$ cat config.mk
export PLATFORM = sky130hd
export DESIGN_NAME = uart_tx
export DESIGN_NICKNAME = d
export VERILOG_FILES = /design/src/rtl/uart_pkg.sv /design/src/rtl/uart_baud_cnt.sv /design/src/rtl/uart_tx.sv
export SDC_FILE = /design/constraint.sdc
export NUM_CORES = 1
export LEC_CHECK = 0
export BUFFER_PORTS_ARGS = -buffer_cell sky130_fd_sc_hd__buf_2
export CAP_MARGIN = 20
export CORE_ASPECT_RATIO = 1.25
export CORE_MARGIN = 4
export CORE_UTILIZATION = 30
export CTS_CLUSTER_SIZE = 24
export DETAILED_ROUTE_END_ITERATION = 10
export HOLD_SLACK_MARGIN = 0.05
export PLACE_DENSITY = 0.56
export SLEW_MARGIN = 20
export SYNTH_ARGS = -nofsm -noshare
export SYNTH_HDL_FRONTEND = slang
export SYNTH_SLANG_ARGS = --single-unit
$ cat constraint.sdc
create_clock -name i_clk -period 2.2 [get_ports i_clk]
set_clock_uncertainty 0.05 [all_clocks]
set_input_delay 0.44 -clock i_clk [delete_from_list [all_inputs] [get_ports i_clk]]
set_output_delay 0.44 -clock i_clk [all_outputs]
set_load 0.05 [all_outputs]
$ cat src/rtl/uart_pkg.sv
// Shared UART definitions: FSM state encodings and frame constants used by
// both the transmitter and the receiver.
package uart_pkg;

    typedef enum logic [2:0] {
        ST_RESET = 3'd0,
        ST_IDLE  = 3'd1,
        ST_START = 3'd2,
        ST_DATA  = 3'd3,
        ST_STOP  = 3'd4
    } uart_state_e;

    localparam int   DATA_BITS  = 8;
    localparam logic LINE_IDLE  = 1'b1;
    localparam logic LINE_START = 1'b0;

    // Width of a counter that must hold values 0..div, never narrower than 1 bit.
    function automatic int cnt_width(input int div);
        return ($clog2(div + 1) < 1) ? 1 : $clog2(div + 1);
    endfunction

endpackage

$ cat src/rtl/uart_baud_cnt.sv
// Bit-period counter: counts 1..BAUD_DIV while enabled, wraps to 1, and
// flags the terminal (last) cycle of each bit period.
module uart_baud_cnt import uart_pkg::*; #(
    parameter int BAUD_DIV = 16
) (
    input  logic i_clk,
    input  logic i_rst,
    input  logic i_en,
    input  logic i_clr,
    output logic o_tick
);

    localparam int CW = cnt_width(BAUD_DIV);

    logic [CW-1:0] r_cnt;
    logic          w_tick;

    assign w_tick = (r_cnt == CW'(BAUD_DIV));
    assign o_tick = w_tick;

    // Clear loads 1 so the cycle after a clear is already the first cycle of a bit.
    always_ff @(posedge i_clk) begin
        if (i_rst) begin
            r_cnt <= '0;
        end else if (i_clr) begin
            r_cnt <= CW'(1);
        end else if (i_en) begin
            if (w_tick) begin
                r_cnt <= CW'(1);
            end else begin
                r_cnt <= r_cnt + CW'(1);
            end
        end
    end

endmodule

$ cat src/rtl/uart_tx.sv
// 8N1/8N2 UART transmitter with a one-entry holding register so the next
// byte can be queued while the current frame shifts out.
module uart_tx import uart_pkg::*; #(
    parameter int BAUD_DIV  = 16,
    parameter int STOP_BITS = 1
) (
    input  logic       i_clk,
    input  logic       i_rst,
    input  logic [7:0] i_data,
    input  logic       i_wr,
    output logic       o_tx,
    output logic       o_full,
    output logic       o_busy,
    output logic       o_done
);

    uart_state_e r_state;
    uart_state_e w_state_next;

    logic                 r_tx;
    logic                 r_full;
    logic [DATA_BITS-1:0] r_hold;
    logic [DATA_BITS-1:0] r_shift;
    logic [2:0]           r_bit_cnt;

    logic w_tx_next;
    logic w_tick;
    logic w_busy;
    logic w_load;
    logic w_done;
    logic w_shift_en;
    logic w_bit_inc;
    logic w_bit_clr;
    logic w_bit_last;
    logic w_stop_last;

    assign w_busy      = (r_state == ST_START) || (r_state == ST_DATA) || (r_state == ST_STOP);
    assign w_bit_last  = (r_bit_cnt == 3'(DATA_BITS - 1));
    assign w_stop_last = (r_bit_cnt == 3'(STOP_BITS - 1));

    uart_baud_cnt #(
        .BAUD_DIV(BAUD_DIV)
    ) u_baud (
        .i_clk  (i_clk),
        .i_rst  (i_rst),
        .i_en   (w_busy),
        .i_clr  (w_load),
        .o_tick (w_tick)
    );

    // The bit counter indexes data bits in DATA and stop bits in STOP.
    always_comb begin
        w_state_next = r_state;
        w_tx_next    = r_tx;
        w_load       = 1'b0;
        w_done       = 1'b0;
        w_shift_en   = 1'b0;
        w_bit_inc    = 1'b0;
        w_bit_clr    = 1'b0;
        case (r_state)
            ST_RESET: begin
                w_state_next = ST_IDLE;
                w_tx_next    = LINE_IDLE;
            end
            ST_IDLE: begin
                w_tx_next = LINE_IDLE;
                if (r_full) begin
                    w_load       = 1'b1;
                    w_state_next = ST_START;
                    w_tx_next    = LINE_START;
                end
            end
            ST_START: begin
                if (w_tick) begin
                    w_state_next = ST_DATA;
                    w_tx_next    = r_shift[0];
                    w_bit_clr    = 1'b1;
                end
            end
            ST_DATA: begin
                if (w_tick) begin
                    if (w_bit_last) begin
                        w_state_next = ST_STOP;
                        w_tx_next    = LINE_IDLE;
                        w_bit_clr    = 1'b1;
                    end else begin
                        w_shift_en = 1'b1;
                        w_bit_inc  = 1'b1;
                        w_tx_next  = r_shift[1];
                    end
                end
            end
            ST_STOP: begin
                if (w_tick) begin
                    if (w_stop_last) begin
                        w_done    = 1'b1;
                        w_bit_clr = 1'b1;
                        if (r_full) begin
                            w_load       = 1'b1;
                            w_state_next = ST_START;
                            w_tx_next    = LINE_START;
                        end else begin
                            w_state_next = ST_IDLE;
                            w_tx_next    = LINE_IDLE;
                        end
                    end else begin
                        w_bit_inc = 1'b1;
                    end
                end
            end
            default: begin
                w_state_next = ST_RESET;
                w_tx_next    = LINE_IDLE;
            end
        endcase
    end

    // A load only happens with r_full set, and a write only with r_full clear,
    // so the two never compete for the holding register in the same cycle.
    always_ff @(posedge i_clk) begin
        if (i_rst) begin
            r_state   <= ST_RESET;
            r_tx      <= LINE_IDLE;
            r_full    <= 1'b0;
            r_hold    <= '0;
            r_shift   <= '0;
            r_bit_cnt <= '0;
        end else begin
            r_state <= w_state_next;
            r_tx    <= w_tx_next;
            if (w_load) begin
                r_shift <= r_hold;
            end else if (w_shift_en) begin
                r_shift <= {1'b0, r_shift[DATA_BITS-1:1]};
            end
            if (w_bit_clr) begin
                r_bit_cnt <= '0;
            end else if (w_bit_inc) begin
                r_bit_cnt <= r_bit_cnt + 3'd1;
            end
            if (w_load) begin
                r_full <= 1'b0;
            end else if (i_wr && !r_full) begin
                r_full <= 1'b1;
                r_hold <= i_data;
            end
        end
    end

    assign o_tx   = r_tx;
    assign o_full = r_full;
    assign o_busy = w_busy;
    assign o_done = w_done;

endmodule
# Yosys cells after proc, flatten, opt, wreduce, memory -nomap -nowiden
# Index checks and enable logic that the tools add are counted.
# word_totals
input_bits,11
out_inout_bits,4
register_bits,29
elab_cells,73
# classes
reduce_logical,13
muxes,37
n_addsub,2
bitwise_logic,1
n_eq_ne,12
# op_table
cell,count
$mux W1,22
$mux W3,6
$mux W8,2
$pmux W3 S5,1
$eq A3 B2 Y1 const B,2
$eq A3 B3 Y1 const B,2
$logic_not A3 Y1,2
$ne A2 B1 Y1 const B,3
$ne A2 B2 Y1 const B,3
$reduce_and A6 Y1,1
$add A5 B1 Y5 const B,1
$eq A5 B5 Y1 const B,1
$mux W5,1
$pmux W1 S2,2
$pmux W1 S4,1
$reduce_and A4 Y1,1
$reduce_bool A2 Y1,2
$reduce_or A2 Y1,2
$add A3 B1 Y3 const B,1
$eq A3 B1 Y1 const B,1
$pmux W1 S3,1
$logic_or A1 B1 Y1,2
$mux W2,1
$reduce_and A2 Y1,1
3 further kinds,3

# Longest topological paths before layout
# logic_depth
depth_word,6
depth_mapped,8
ltp_nobuf,6

# Cells and area by module
# Synthesis repeated with hierarchy kept, for this count alone.
# hier_totals
hier_cells,168
area_unflattened_um2,1493.9
# modules_own_cells
mod,seq_area_each_um2,n_inst,area_each_um2,cells_per_inst
uart_tx,480.5,1,1222.4,139
uart_baud_cnt,100.1,1,271.5,29

# Worst setup path after synthesis
# No wires, ideal clock.
# synth_path
path_type,flip-flop to output port
startpoint,register u_baud.r_cnt[0]
endpoint,output port o_done
stages_incl_launch_ff,7
t_arrival_ns,1.698
setup_slack_ns,0.012
required_time_ns,1.710
path_buffers,1
cell_sequence,dfxtp_1 inv_1 ha_1 nor4bb_1 buf_2 nand2_1 nor2_1
# synth_between
elab_chain_cells,3
# synth_lines
element,line_no,source
start: declaration,uart_baud_cnt.sv:15,logic [CW-1:0] r_cnt;
start signal: assignment,uart_baud_cnt.sv:31,r_cnt <= r_cnt + CW'(1);
$eq A5 B5 Y1,uart_baud_cnt.sv:18,assign w_tick = (r_cnt == CW'(BAUD_DIV));
$mux W1,uart_tx.sv:94,if (w_tick) begin
$mux W1,uart_tx.sv:60,case (r_state)
end: declaration,uart_tx.sv:14,output logic o_done
# Every way passes these cells.

# Final worst setup path
# Same ends and word-level chain as after synthesis.

==> flow_metrics.env <==
export IMPL_die_area_um2=6240
export IMPL_worstPathRequired_ns=1.71
export IMPL_syn_area_per_cell_um2=9.22
export IMPL_yosysSeqAreaShare_pct=38.4
export IMPL_hold_viol_final=0
export IMPL_worst_slew_pin_slew_ns=0.523
export IMPL_synth_async_reset_ratio_pct=0
export IMPL_initial_core_util_pct=31.5
export IMPL_grt_max_degree=29
export IMPL_status="complete, no violations"
export IMPL_dieWidth_um=71.5
export IMPL_min_period_ns=2.10
export IMPL_reg2reg_from="r_bit_cnt[0]$_SDFFE_PP0P_"
export IMPL_gr_total_overflow=0
export IMPL_worstPathMaxFanout=5
export IMPL_antenna_left=0
export IMPL_wl_per_cell_um=13.4
export IMPL_dieHeight_um=87.4
export IMPL_fin_util_pct=36.8
export IMPL_core_area_um2=4800
export IMPL_drt_initial_drc_count=41
export IMPL_max_freq_mhz=476
export IMPL_netlist_instances=164
export IMPL_startpoint="u_baud.r_cnt[0]$_SDFFE_PP0P_"
export IMPL_clock_latency_ns=0.27
export IMPL_placedCellCount=236
export IMPL_drc=0
export IMPL_reg2reg_slack_ns=0.13
export IMPL_setup_viol=0
export IMPL_netlist_top_cell_by_area="dfxtp_1"
export IMPL_cts_sinks=29
export IMPL_antenna_found_initial=0
export IMPL_synth_edf_count=0
export IMPL_worstSetupEndpointType="output pin"
export IMPL_ys_top_cells_by_count="29 x dfxtp_1, 20 x nor2_1, 16 x mux2i_1, 8 x a21oi_1, 8 x a221oi_1"
export IMPL_power_density_nw_per_um2=660
export IMPL_vias=1253
export IMPL_min_to="r_hold[4]$_SDFFE_PP0P_"
export IMPL_grt_pass1_vias=1251
export IMPL_synth_warnings=0
export IMPL_cts_clk_slew_worst_paths_ns=0.06
export IMPL_grt_usage_pct=11.6
export IMPL_io_pins=15
export IMPL_r2r_end="r_shift[3]$_SDFFE_PP0P_"
export IMPL_timing_final_max_slew_violations=0
export IMPL_syn_area_um2=1510
export IMPL_place_congestion=0.813
export IMPL_diodes=0
export IMPL_via_per_inst=5.14
export IMPL_first_pass_iters=4
export IMPL_reg2reg_depth=6
export IMPL_arrival_ns=1.61
export IMPL_worstHoldStart="i_data[4]"
export IMPL_synth_ff_type="dfxtp_1"
export IMPL_hpwl_um=2370
export IMPL_critical_path_class="flop to output pin"
export IMPL_portBuffers=14
export IMPL_hp_class="primary input to flop"
export IMPL_p_leak_nw=0.735
export IMPL_cts_tree="done"
export IMPL_vdd_drop_max_mv=0.383
export IMPL_synth_seq_cells=29
export IMPL_clockBufferDepth=2
export IMPL_final_nets=199
export IMPL_cts_root_buf="clkbuf_8"
export IMPL_start_kind="flop"
export IMPL_grt_first_pass_wirelength_um=5800
export IMPL_rows=28
export IMPL_slew_headroom_pct=65.2
export IMPL_layout_cells_non_filler=244
export IMPL_holdPathStages=3
export IMPL_syn_to_final_growth_pct=17.0
export IMPL_yosys_cell_count_top_type="dfxtp_1"
export IMPL_cts_made_buffers=5
export IMPL_worst_hold_slack_ns=0.343
export IMPL_drive_above_1_share_pct=20.1
export IMPL_post_cts_setup_buffer_count=0
export IMPL_ctsHoldBuffers=0
export IMPL_synthTopCellsByArea="dfxtp_1 38%, mux2i_1 11%, nor2_1 5.0%, a221oi_1 4.6%, ha_1 4.1%"
export IMPL_cts_resized=3
export IMPL_synthDistinctLibCells=43
export IMPL_maxCapViolCount=0
export IMPL_rsz0062_at_grt="yes"
export IMPL_ctsHtreeMaxLevel=2
export IMPL_syn_num_nets=180
export IMPL_finalSetupTns_ns=0
export IMPL_min_period_over_period_pct=95.4
export IMPL_wl_um=3270
export IMPL_synth_top_area_share_pct=38.4
## report_power, final
group / internal [mW] / total, mW / leakage [nW] / switching, mW
Sequential: 0.554 / 0.580 / 0.237 / 0.0253
Clock: 0.219 / 0.421 / 0.0450 / 0.203
Combinational: 0.0697 / 0.165 / 0.453 / 0.0951
Total: 0.843 / 1.17 / 0.735 / 0.323
## per-stage QoR
stage	setup WS [ns]	total power, mW	area, µm²
finish	0.101	1.17	1770
global route	-0.0210	1.23	1770
CTS	0.0118	1.18	1760
detailed placement	0.144	0.756	1660
global placement	0.139	0.756	1660
floorplan	0.0119	0.710	1510
## worst max-delay path, cell delays in order (launching register included)
cell and delay [ns]:
dfxtp_1 0.34, inv_1 0.07, ha_1 0.17, nor4bb_4 0.33, nand2_1 0.12, nor2_1 0.11, buf_4 0.20
## cells by family after synthesis
group                    count (synthesis)  share of synthesized area, %
XOR/XNOR                                 2                          1.16
buffers and inverters                   17                          5.21
AO/OA/AOI/OAI                           38                          18.3
AND/OR/NAND/NOR                         57                          22.2
multiplexers                            16                          10.6
adder cells (fa/ha/maj)                  5                          4.14
flip-flops                              29                          38.4
## worst max path at each step
stage                         to  slack, ns
final                     o_done       0.10
after global routing      o_done      -0.02
after CTS                 o_done       0.01
after detailed placement  o_done       0.14
after global placement    o_done       0.14
after floorplan           o_done       0.01
## cell type report
type                            instances  area, µm²
Timing Repair Buffer                   22        133
Sequential cell                        29        581
Inverter                                7       26.3
Clock inverter                          2       10.0
Multi-Input combinational cell        118        871
Tap cell                               60       75.1
Fill cell                             489       3030
Clock buffer                            6       72.6
## cells in the final DEF (no fill, tap or decap), types with 3 or more instances in the layout
cell type	count
a211oi_1	3
a21oi_1	8
a221oi_1	8
buf_2	13
buf_4	9
clkbuf_8	5
dfxtp_1	29
ha_1	5
inv_1	7
mux2i_1	16
nand2_1	5
nand3_1	3
nand4bb_1	3
nor2_1	19
nor2b_1	3
nor3_1	5
o21ai_0	7
## layer usage
layer | GRT usage, % | vias to the layer above | wire length [µm]
met2 | 20.1 | 25 | 1680
met3 | 3.58 | 2 | 131
met5 | 0 | - | 0
met1 | 13.4 | 591 | 1430
met4 | 4.10 | 0 | 21
li1 | - | 635 | -
## flip-flops by register name, indices dropped and copies added (netlist names)
| name | cells |
|---|---|
| r_hold | 8 |
| r_shift | 8 |
| u_baud.r_cnt | 5 |
| r_bit_cnt | 3 |
| r_state | 3 |
| o_full | 1 |
| o_tx | 1 |
No activity file was read; power rests on OpenSTA's default activity.
